File: src/rtl/mem_arbiter.sv
// mem_arbiter
//   Two-master to one-slave memory arbiter. The data cache (dc_*) and the
//   instruction cache (ic_*) each issue single-cycle request strobes. Each
//   strobe is captured into a per-master request slot. Requests are
//   serialised onto a single memory port with round-robin priority, and the
//   memory request is held at level until memory accepts it.
//
// Ports
//   clk, reset      : single rising-edge clock, synchronous active-high reset
//   ic_addr/ic_ren  : icache read request (the icache only reads)
//   ic_rdata/ready  : icache read data, valid with the one-cycle ic_ready pulse
//   dc_addr/wdata   : dcache request address and write data
//   dc_wen/dc_ren   : dcache write / read strobe (a write wins if both are set)
//   dc_rdata/ready  : dcache read data, valid with the one-cycle dc_ready pulse
//   mem_addr/wdata  : memory address and write data, held while a request is open
//   mem_wen/mem_ren : memory write / read request, held until mem_ready
//   mem_rdata/ready : memory read data and one-cycle completion

module mem_arbiter #(
  parameter int ADDR_WIDTH = 32,
  parameter int DATA_WIDTH = 32
) (
  input  logic                  clk,
  input  logic                  reset,
  input  logic [ADDR_WIDTH-1:0] ic_addr,
  input  logic                  ic_ren,
  output logic [DATA_WIDTH-1:0] ic_rdata,
  output logic                  ic_ready,
  input  logic [ADDR_WIDTH-1:0] dc_addr,
  input  logic [DATA_WIDTH-1:0] dc_wdata,
  input  logic                  dc_wen,
  input  logic                  dc_ren,
  output logic [DATA_WIDTH-1:0] dc_rdata,
  output logic                  dc_ready,
  output logic [ADDR_WIDTH-1:0] mem_addr,
  output logic [DATA_WIDTH-1:0] mem_wdata,
  output logic                  mem_wen,
  output logic                  mem_ren,
  input  logic [DATA_WIDTH-1:0] mem_rdata,
  input  logic                  mem_ready
);

  typedef enum logic {IDLE, BUSY} state_t;
  typedef enum logic {MST_IC, MST_DC} master_t;

  state_t  state;
  master_t grant;
  master_t last_grant;

  // Request slots
  logic                  ic_valid;
  logic [ADDR_WIDTH-1:0] ic_addr_q;
  logic                  dc_valid;
  logic [ADDR_WIDTH-1:0] dc_addr_q;
  logic [DATA_WIDTH-1:0] dc_wdata_q;
  logic                  dc_write_q;

  // Arbitration
  logic                  ic_take;
  logic                  dc_strobe;
  logic                  dc_take;
  logic                  ic_elig;
  logic                  dc_elig;
  logic                  pick_dc;
  logic [ADDR_WIDTH-1:0] sel_addr;
  logic [DATA_WIDTH-1:0] sel_wdata;
  logic                  sel_write;

  always_comb begin
    ic_take   = !ic_valid && ic_ren;
    dc_strobe = dc_wen || dc_ren;
    dc_take   = !dc_valid && dc_strobe;

    // A slot stays occupied through its ready cycle and frees on the edge
    // after it. During that cycle it must not compete again, so a
    // completing slot is not eligible.
    ic_elig = (ic_valid && !ic_ready) || ic_take;
    dc_elig = (dc_valid && !dc_ready) || dc_take;

    // On a tie the grant goes to the master that was not served last.
    pick_dc = dc_elig && (!ic_elig || (last_grant == MST_IC));

    sel_addr  = '0;
    sel_wdata = '0;
    sel_write = 1'b0;
    if (pick_dc) begin
      // A request arriving this cycle bypasses its (empty) slot.
      sel_write = dc_valid ? dc_write_q : dc_wen;
      sel_addr  = dc_valid ? dc_addr_q : dc_addr;
      if (sel_write) begin
        sel_wdata = dc_valid ? dc_wdata_q : dc_wdata;
      end
    end else begin
      sel_addr = ic_valid ? ic_addr_q : ic_addr;
    end
  end

  always_ff @(posedge clk) begin
    if (reset) begin
      state      <= IDLE;
      grant      <= MST_IC;
      last_grant <= MST_IC;
      ic_valid   <= 1'b0;
      ic_addr_q  <= '0;
      dc_valid   <= 1'b0;
      dc_addr_q  <= '0;
      dc_wdata_q <= '0;
      dc_write_q <= 1'b0;
      ic_rdata   <= '0;
      ic_ready   <= 1'b0;
      dc_rdata   <= '0;
      dc_ready   <= 1'b0;
      mem_addr   <= '0;
      mem_wdata  <= '0;
      mem_wen    <= 1'b0;
      mem_ren    <= 1'b0;
    end else begin
      ic_ready <= 1'b0;
      dc_ready <= 1'b0;

      // Slot capture and release. A slot can only be captured while it is
      // empty and only released during its ready cycle (when it is
      // occupied), so the two never coincide.
      if (ic_take) begin
        ic_valid  <= 1'b1;
        ic_addr_q <= ic_addr;
      end else if (ic_ready) begin
        ic_valid <= 1'b0;
      end

      if (dc_take) begin
        dc_valid   <= 1'b1;
        dc_addr_q  <= dc_addr;
        dc_wdata_q <= dc_wdata;
        dc_write_q <= dc_wen;
      end else if (dc_ready) begin
        dc_valid <= 1'b0;
      end

      case (state)
        IDLE: begin
          if (ic_elig || dc_elig) begin
            grant     <= pick_dc ? MST_DC : MST_IC;
            mem_addr  <= sel_addr;
            mem_wdata <= sel_wdata;
            mem_wen   <= sel_write;
            mem_ren   <= !sel_write;
            state     <= BUSY;
          end
        end

        BUSY: begin
          if (mem_ready) begin
            mem_wen    <= 1'b0;
            mem_ren    <= 1'b0;
            last_grant <= grant;
            state      <= IDLE;
            if (grant == MST_DC) begin
              dc_ready <= 1'b1;
              if (mem_ren) begin
                dc_rdata <= mem_rdata;
              end
            end else begin
              ic_ready <= 1'b1;
              ic_rdata <= mem_rdata;
            end
          end
        end

        default: state <= IDLE;
      endcase
    end
  end

endmodule

File: config.mk
export PLATFORM = sky130hd
export DESIGN_NAME = mem_arbiter
export DESIGN_NICKNAME = d
export VERILOG_FILES = /design/src/rtl/mem_arbiter.sv
export SDC_FILE = /design/constraint.sdc
export NUM_CORES = 1
export LEC_CHECK = 0
export CAP_MARGIN = 5
export CORE_ASPECT_RATIO = 1.1
export CORE_MARGIN = 5
export CORE_UTILIZATION = 35
export CTS_CLUSTER_SIZE = 40
export DETAILED_ROUTE_END_ITERATION = 12
export PLACE_DENSITY = 0.58
export SYNTH_ARGS = -nofsm -noshare
export SYNTH_HDL_FRONTEND = slang
export SYNTH_SLANG_ARGS = --single-unit
File: constraint.sdc
create_clock -name clk -period 3.7 [get_ports clk]
set_input_delay 0.74 -clock clk [delete_from_list [all_inputs] [get_ports clk]]
set_output_delay 0.74 -clock clk [all_outputs]
set_load 0.02 [all_outputs]
# Yosys cells after proc, flatten, opt, wreduce, memory -nomap -nowiden
# Index checks and enable logic that the tools add are counted.
[op_classes] add_sub_neg=0 n_mul=0 div_mod_pow=0 magnitude_cmp=0 eq_ne=2 n_shift=0 muxes=23 n_bitwise=4 n_reduce_logical=24
[ops] operator="$mux 32" n=6
[ops] operator="$mux 1" n=14
[ops] operator="$logic_not 1->1" n=6
[ops] operator="$pmux 1 s2" n=3
[ops] operator="$reduce_and 2->1" n=3
[ops] operator="$logic_and 1x1->1" n=5
[ops] operator="$logic_or 1x1->1" n=5
[ops] operator="$ne 2x2->1 const B" n=2
[ops] operator="$not 1->1" n=4
[ops] operator="$reduce_and 4->1" n=1
[ops] operator="$reduce_bool 2->1" n=2
[ops] operator="$reduce_and 3->1" n=1
[ops] operator="$reduce_or 3->1" n=1
[totals] register_bits=234 latch_bits=0 ramBits=0 rom_bits=0 in_bits=134 output_inout_bits=132 word_cells=70 n_memories=0

# Depth between registers and ports, before layout
# Gate-level depths: netlist (run 1).
[logic_depth] ltp_word=10 mapped_depth=8 depth_no_buf=4

# Worst setup path after synthesis (run 1)
# OpenSTA, ideal clock, no wires.
[synth_timing] path_type="input to register" startpoint="input ic_ren" endpoint="register mem_addr[28]" setup_time_ps=75 t_arrival_ps=2015 required_time_ps=3625 setup_slack_ps=1610 stages=6 path_buffers=2 path_cell_list="or2_4 -> a311oi_2 -> buf_6 -> buf_12 -> mux2_2 -> o22ai_1"
[synth_via] elab_chain_len=6 word_cells_on_any_way=8 cone_classes="mux (1); reduce/logical (7)"
[synth_rtl] item="start, declared" line_no="26" source="input logic ic_ren,"
[synth_rtl] item="$logic_and 1x1->1 *" line_no="70" source="ic_take = !ic_valid && ic_ren;"
[synth_rtl] item="$logic_or 1x1->1 *" line_no="77" source="ic_elig = (ic_valid && !ic_ready) || ic_take;"
[synth_rtl] item="$logic_not 1->1" line_no="81" source="pick_dc = dc_elig && (!ic_elig || (last_grant == MST_IC));"
[synth_rtl] item="$logic_or 1x1->1" line_no="81"
[synth_rtl] item="$logic_and 1x1->1" line_no="81"
[synth_rtl] item="$mux 32" line_no="86" source="if (pick_dc) begin"
[synth_rtl] item="end signal, assigned" line_no="144" source="mem_addr <= sel_addr;"
[synth_rtl] item="end, declared" line_no="35" source="output logic [ADDR_WIDTH-1:0] mem_addr,"
# Mark *: on every way between the ends. The rest lies on a longest branch, timed or not.
# A chain may end at the register's enable or synchronous reset.

# Worst setup path in the final report (run 1)
[layout_timing] startpoint="input ic_ren" endpoint="register mem_addr[15]"
# The elaborated chain is that of the path after synthesis.

==> results of run 1 <==
registers in the layout (all words and copies together), names as in the netlist, 32 cells and up:
name / count
dc_addr_q: 32
dc_rdata: 32
dc_wdata_q: 32
ic_addr_q: 32
ic_rdata: 32
mem_addr: 32
mem_wdata: 32
worst max-delay path, stage by stage:
cell and delay (ns):
clkdlybuf4s50_1 0.47, or2_4 0.28, a311oi_4 0.26, buf_4 0.56, mux2_2 0.40, o22ai_1 0.15
placed cells by master (no fill, tap or decap), types with 3 or more instances in the layout:
cell type / instances
a21oi_1: 162
a22o_1: 32
and2_1: 3
buf_4: 19
clkbuf_1: 4
clkbuf_16: 27
clkbuf_8: 9
clkdlybuf4s50_1: 264
clkinv_2: 4
dfxtp_1: 232
diode_2: 3
mux2_2: 64
mux2i_1: 64
nand2_1: 261
nand2b_1: 34
nand3_1: 23
nand3_2: 10
nor2_1: 4
o21ai_0: 33
o22ai_1: 32
final cells by class:
class	count	share of cell area, %
diodes	3	0.0563
clock buffers	40	6.11
clock inverters	6	0.497
inverters	2	0.0563
multi-input cells	743	33.5
flip-flops and latches	234	35.2
well taps	357	3.35
repair buffers	286	21.3
logic make-up (layout without fill, tap and decap cells):
kind of cell	count (synthesis)	in the layout	share of synthesized area, %
flops	234	234	49.2
other cells	0	3	0
buf+inv	93	334	4.54
compound gates	268	268	16.1
simple gates	347	347	15.9
mux	128	128	14.3
stage by stage:
stage          worst slack (ns)  util [%]  hold slack, ns
2_1_floorplan              1.61         -           0.433
3_3_place_gp              0.741      46.3           0.438
3_5_place_dp              0.711      46.3           0.443
4_1_cts                    1.25      49.6           0.454
5_1_grt                    1.17      49.6           0.468
6_report                   1.26      49.6           0.450
cells in the mapped netlist:
cell | number | area (µm²)
buf_6 | 3 | 33.8
dfxtp_1 | 234 | 4680
or3_1 | 1 | 6.26
buf_2 | 18 | 90.1
a2bb2oi_1 | 1 | 8.76
and2_1 | 3 | 18.8
o211ai_1 | 1 | 7.51
or2_2 | 1 | 6.26
a21boi_0 | 1 | 7.51
buf_12 | 1 | 20.0
buf_8 | 1 | 15.0
o21a_1 | 2 | 15.0
a21oi_1 | 163 | 816
inv_1 | 2 | 7.51
buf_4 | 3 | 22.5
o22ai_1 | 32 | 200
nand2b_1 | 34 | 213
clkbuf_1 | 65 | 244
a22o_1 | 32 | 280
nor3_2 | 1 | 10.0
o21ai_0 | 33 | 165
a311oi_2 | 1 | 15.0
nor2_1 | 7 | 26.3
mux2_2 | 64 | 721
nand3_2 | 10 | 100
nor2b_1 | 1 | 6.26
nor3_1 | 2 | 10.0
and3_1 | 1 | 6.26
nor3b_1 | 1 | 7.51
nand2_1 | 261 | 980
nand3_1 | 23 | 115
or2_4 | 1 | 8.76
mux2i_1 | 64 | 641
o211a_1 | 1 | 10.0
o21ba_2 | 1 | 10.0
where the power goes:
part | leakage (nW) | internal, mW | switching [mW]
Combinational | 2.48 | 0.472 | 0.494
Sequential | 1.91 | 2.66 | 0.0828
Clock | 0.439 | 1.58 | 1.04
per-layer routing:
metal | track usage (%) | up-vias
li1 | - | 4116
met1 | 24.3 | 3833
met2 | 30.6 | 204
met3 | 3.47 | 38
met4 | 5.13 | 0
met5 | 0 | -
path summary, 6_finish.rpt:
kind,cells after the start,endpoint,from,slack [ns]
setup / recovery,6,mem_addr[15],ic_ren,1.26
setup reg to reg,5,mem_addr[15],dc_valid,1.43
hold / removal,2,dc_wdata_q[18],dc_wdata_q[18],0.45
hold reg to reg,2,dc_wdata_q[18],dc_wdata_q[18],0.45
==> impl_metrics.json, run 1 <==
{
  "outcome": "completed",
  "post_cts_resized": 0,
  "critPathLaunchType": "input port",
  "critPathCaptureType": "register",
  "layout.nets": 1427,
  "die_x_um": 167,
  "worstMarginPinSlew_ns": 0.861,
  "drive_gt1_share_pct": 11.6,
  "overflow": 0,
  "vias": 8191,
  "ys_seq_area_share_pct": 49.2,
  "final_max_slew_viol_count": 0,
  "initial_utilization_pct": 35.4,
  "dp_hpwl_um": 19300,
  "wl_met3_um": 1530,
  "min_period_ns": 2.44,
  "viasPerCell": 4.90,
  "cts_hold_buf": 0,
  "clkLatencyLatePin_ns": 0.52,
  "leakagePower_nw": 4.83,
  "seq_area_um2": 4690,
  "grt_max_degree": 108,
  "synth_cell_type_count": 35,
  "core_area_um2": 26900,
  "die_area_um2": 30600,
  "clock_tree.buffer_depth": 3,
  "rows": 63,
  "p_total_mw": 6.32,
  "grt_first_pass_wirelength_um": 46000,
  "powerDensity_nw_per_um2": 474,
  "netlist_instances": 1070,
  "antenna_found_initial": 3,
  "die_y_um": 183,
  "finalHoldViolCount": 0,
  "wl_per_cell_um": 17.8,
  "tns_ns": 0,
  "syn_avg_cell_area_um2": 8.90,
  "rsz0062_at_grt": "no",
  "grt_usage_pct": 18.3,
  "first_global_vias": 8067,
  "netlist_area_um2": 9530,
  "max-cap-violations": 0,
  "htreeDepth": 1,
  "crit_fanout": 42,
  "relSlewSlack_pct": 42.6,
  "synth-seq-cells": 234,
  "post_cts_buffers": 0,
  "syn-num-nets": 1204,
  "syn_to_final_growth_pct": 39.9,
  "finalClockSkew_ns": 0.0124,
  "worstHoldPathType": "reg2reg",
  "placed_area_um2": 12400,
  "cp_data_arrival_time_ns": 2.88,
  "drt_iter0_markers": 534,
  "top_layer": "met4",
  "ir_worst_vdd_v": 0.000227,
  "pin_count": 266,
  "clkSinkCount": 234,
  "port_buffers": 265,
  "path_clk_slew_ns": 0.06,
  "finalCritPeriodShare_pct": 65.9,
  "cts_tree": "built",
  "drt-pass1-iter-count": 4,
  "drc": 0,
  "fin_area_um2": 13300,
  "multi_input_area_um2": 4460,
  "ant_nets": 0,
  "setup_viol": 0,
  "nFillCells": 2592,
  "drt-met1-wl_um": 13300,
  "final_cells": 1671,
  "worstSetupPathType": "in2reg",
  "place_inst": 1622,
  "cts_root_buf": "clkbuf_16",
  "cp.required_ns": 4.14,
  "wl_met2_um": 14400,
  "gp_congestion": 0.761,
  "fmaxAchievable_mhz": 410,
  "routed_wl_um": 29800,
  "yosys_warnings": 0,
  "cts_made_buffers": 26
}
(Power assumes the default switching activity.)
==> run 2, diff against run 1 <==
==> constraint.sdc (replaced) <==
create_clock -name clk -period 2.4 [get_ports clk]
set_input_delay 0.48 -clock clk [delete_from_list [all_inputs] [get_ports clk]]
set_output_delay 0.48 -clock clk [all_outputs]
set_load 0.02 [all_outputs]
==> run 2 against run 1 <==
Compared with the run above:
- cell count up 0.66%
- clock skew down 0.0024 ns
- global-route usage up 0.089 points
- highest routed layer is now met5
==> impl_metrics.json, run 2 (synthesized netlist as in run 1, its figures left out) <==
{
  "antenna_cells": 0,
  "post_cts_resized": 0,
  "fin_util_pct": 50.4,
  "wl_per_cell_um": 17.6,
  "initial_utilization_pct": 35.4,
  "die_x_um": 167,
  "pre_cts_ws_ns": -0.0481,
  "r2r_start": "ic_valid",
  "dp_hpwl_um": 19900,
  "worstSetupPathType": "reg2out",
  "rr_worst_depth": 5,
  "die_y_um": 183,
  "finalCritPeriodShare_pct": 85.7,
  "min_from": "reset",
  "fmaxAchievable_mhz": 486,
  "grt_max_degree": 101,
  "cts_made_buffers": 28,
  "crit_slowest_cell": "clkdlybuf4s50_1",
  "setup_viol": 0,
  "p_total_mw": 9.82,
  "critPathCaptureType": "output port",
  "worstMarginPinSlew_ns": 0.926,
  "core_area_um2": 26900,
  "cp.required_ns": 1.92,
  "worstHoldPathType": "in2reg",
  "port_buffers": 265,
  "grt_usage_pct": 18.4,
  "cp_top_family": "buffers and inverters",
  "antenna_found_initial": 2,
  "final_cells": 1682,
  "critPathBufInv": 1,
  "outcome": "completed",
  "htreeDepth": 1,
  "path_clk_slew_ns": 0.06,
  "placed_area_um2": 12700,
  "final_max_slew_viol_count": 0,
  "crit_fanout": 4,
  "post_cts_buffers": 0,
  "ir_worst_vdd_v": 0.000398,
  "die_area_um2": 30600,
  "whs_endpoint": "mem_wdata[26]",
  "critPathLaunchType": "register",
  "drive_gt1_share_pct": 12.1,
  "clock_tree.buffer_depth": 3,
  "finalWorstSetupSlack_ns": 0.344,
  "cts_hold_buf": 0,
  "layout.nets": 1440,
  "relSlewSlack_pct": 38.2,
  "grt_first_pass_wirelength_um": 46500,
  "powerDensity_nw_per_um2": 725,
  "first_global_vias": 8072,
  "cts_root_buf": "clkbuf_16",
  "finalClockSkew_ns": 0.0100,
  "mostFrequentLayoutCells": "clkdlybuf4s50_1, nand2_1, dfxtp_1",
  "viasPerCell": 4.90,
  "final_common_cell": "clkdlybuf4s50_1",
  "fin_area_um2": 13500,
  "drt_iter0_markers": 479,
  "clkLatencyLatePin_ns": 0.53,
  "place_inst": 1633,
  "leakagePower_nw": 4.93,
  "holdPathStages": 2,
  "vias": 8235,
  "drc": 0,
  "gp_congestion": 0.769,
  "rows": 63,
  "crit_start": "mem_ren",
  "syn_to_final_growth_pct": 42.1,
  "ant_nets": 0,
  "overflow": 0,
  "finalHoldViolCount": 0,
  "rsz0062_at_grt": "no",
  "min_period_ns": 2.06,
  "r2r_end": "mem_addr[13]",
  "cts_tree": "built",
  "whs_ns": 0.361,
  "routed_wl_um": 29700,
  "cp_data_arrival_time_ns": 1.58,
  "tns_ns": 0,
  "clkSinkCount": 234,
  "r2r_slack_ns": 0.58,
  "critPathMaxStageDelay_ns": 0.67,
  "max-cap-violations": 0,
  "drt-pass1-iter-count": 5,
  "crit_chain": "clkdlybuf4s50_1",
  "pin_count": 266
}
run 2: cell count changes in the layout (fill, tap and decap cells not counted):
| cell | previous run | this run |
|---|---|---|
| buf_12 | 2 | 13 |
| clkbuf_1 | 4 | 10 |
| clkbuf_16 | 27 | 29 |
| clkbuf_8 | 9 | 4 |
| clkinv_8 | 1 | 0 |
| diode_2 | 3 | 0 |
| inv_6 | 0 | 1 |
run 2: cell type report:
class                      count  area, µm²
clock buffer                  43        818
clock inverter                 6       58.8
fill                        2517      13300
inverter                       2       7.51
multi-input combinational    743       4460
sequential                   234       4690
tap                          357        447
timing repair buffer         297       3060
run 2: routing by layer:
layer | up-vias | track usage (%) | wire length (µm)
met1 | 3854 | 23.8 | 13000
met3 | 42 | 3.77 | 1510
met5 | - | 0 | 27
met4 | 4 | 4.25 | 507
li1 | 4138 | - | -
met2 | 197 | 31.6 | 14600
run 2: how the worst max path moves through the flow:
stage | to | depth (start not counted)
final | mem_ren | 1
after CTS | mem_ren | 1
after global routing | mem_ren | 1
after detailed placement | mem_addr[13] | 6
after floorplan | mem_addr[28] | 6
after global placement | mem_addr[1] | 6
run 2: worst reg2reg max path: stages, from the launching register on:
cell and delay, ns:
dfxtp_2 0.32, or2_4 0.27, a311oi_4 0.38, buf_12 0.26, mux2_2 0.37, o22ai_1 0.15
run 2: report_power, final:
part | leakage (nW) | internal (mW) | switching, mW
clock | 0.432 | 2.44 | 1.61
combinational | 2.58 | 0.782 | 0.778
sequential | 1.91 | 4.10 | 0.117
total | 4.93 | 7.32 | 2.50
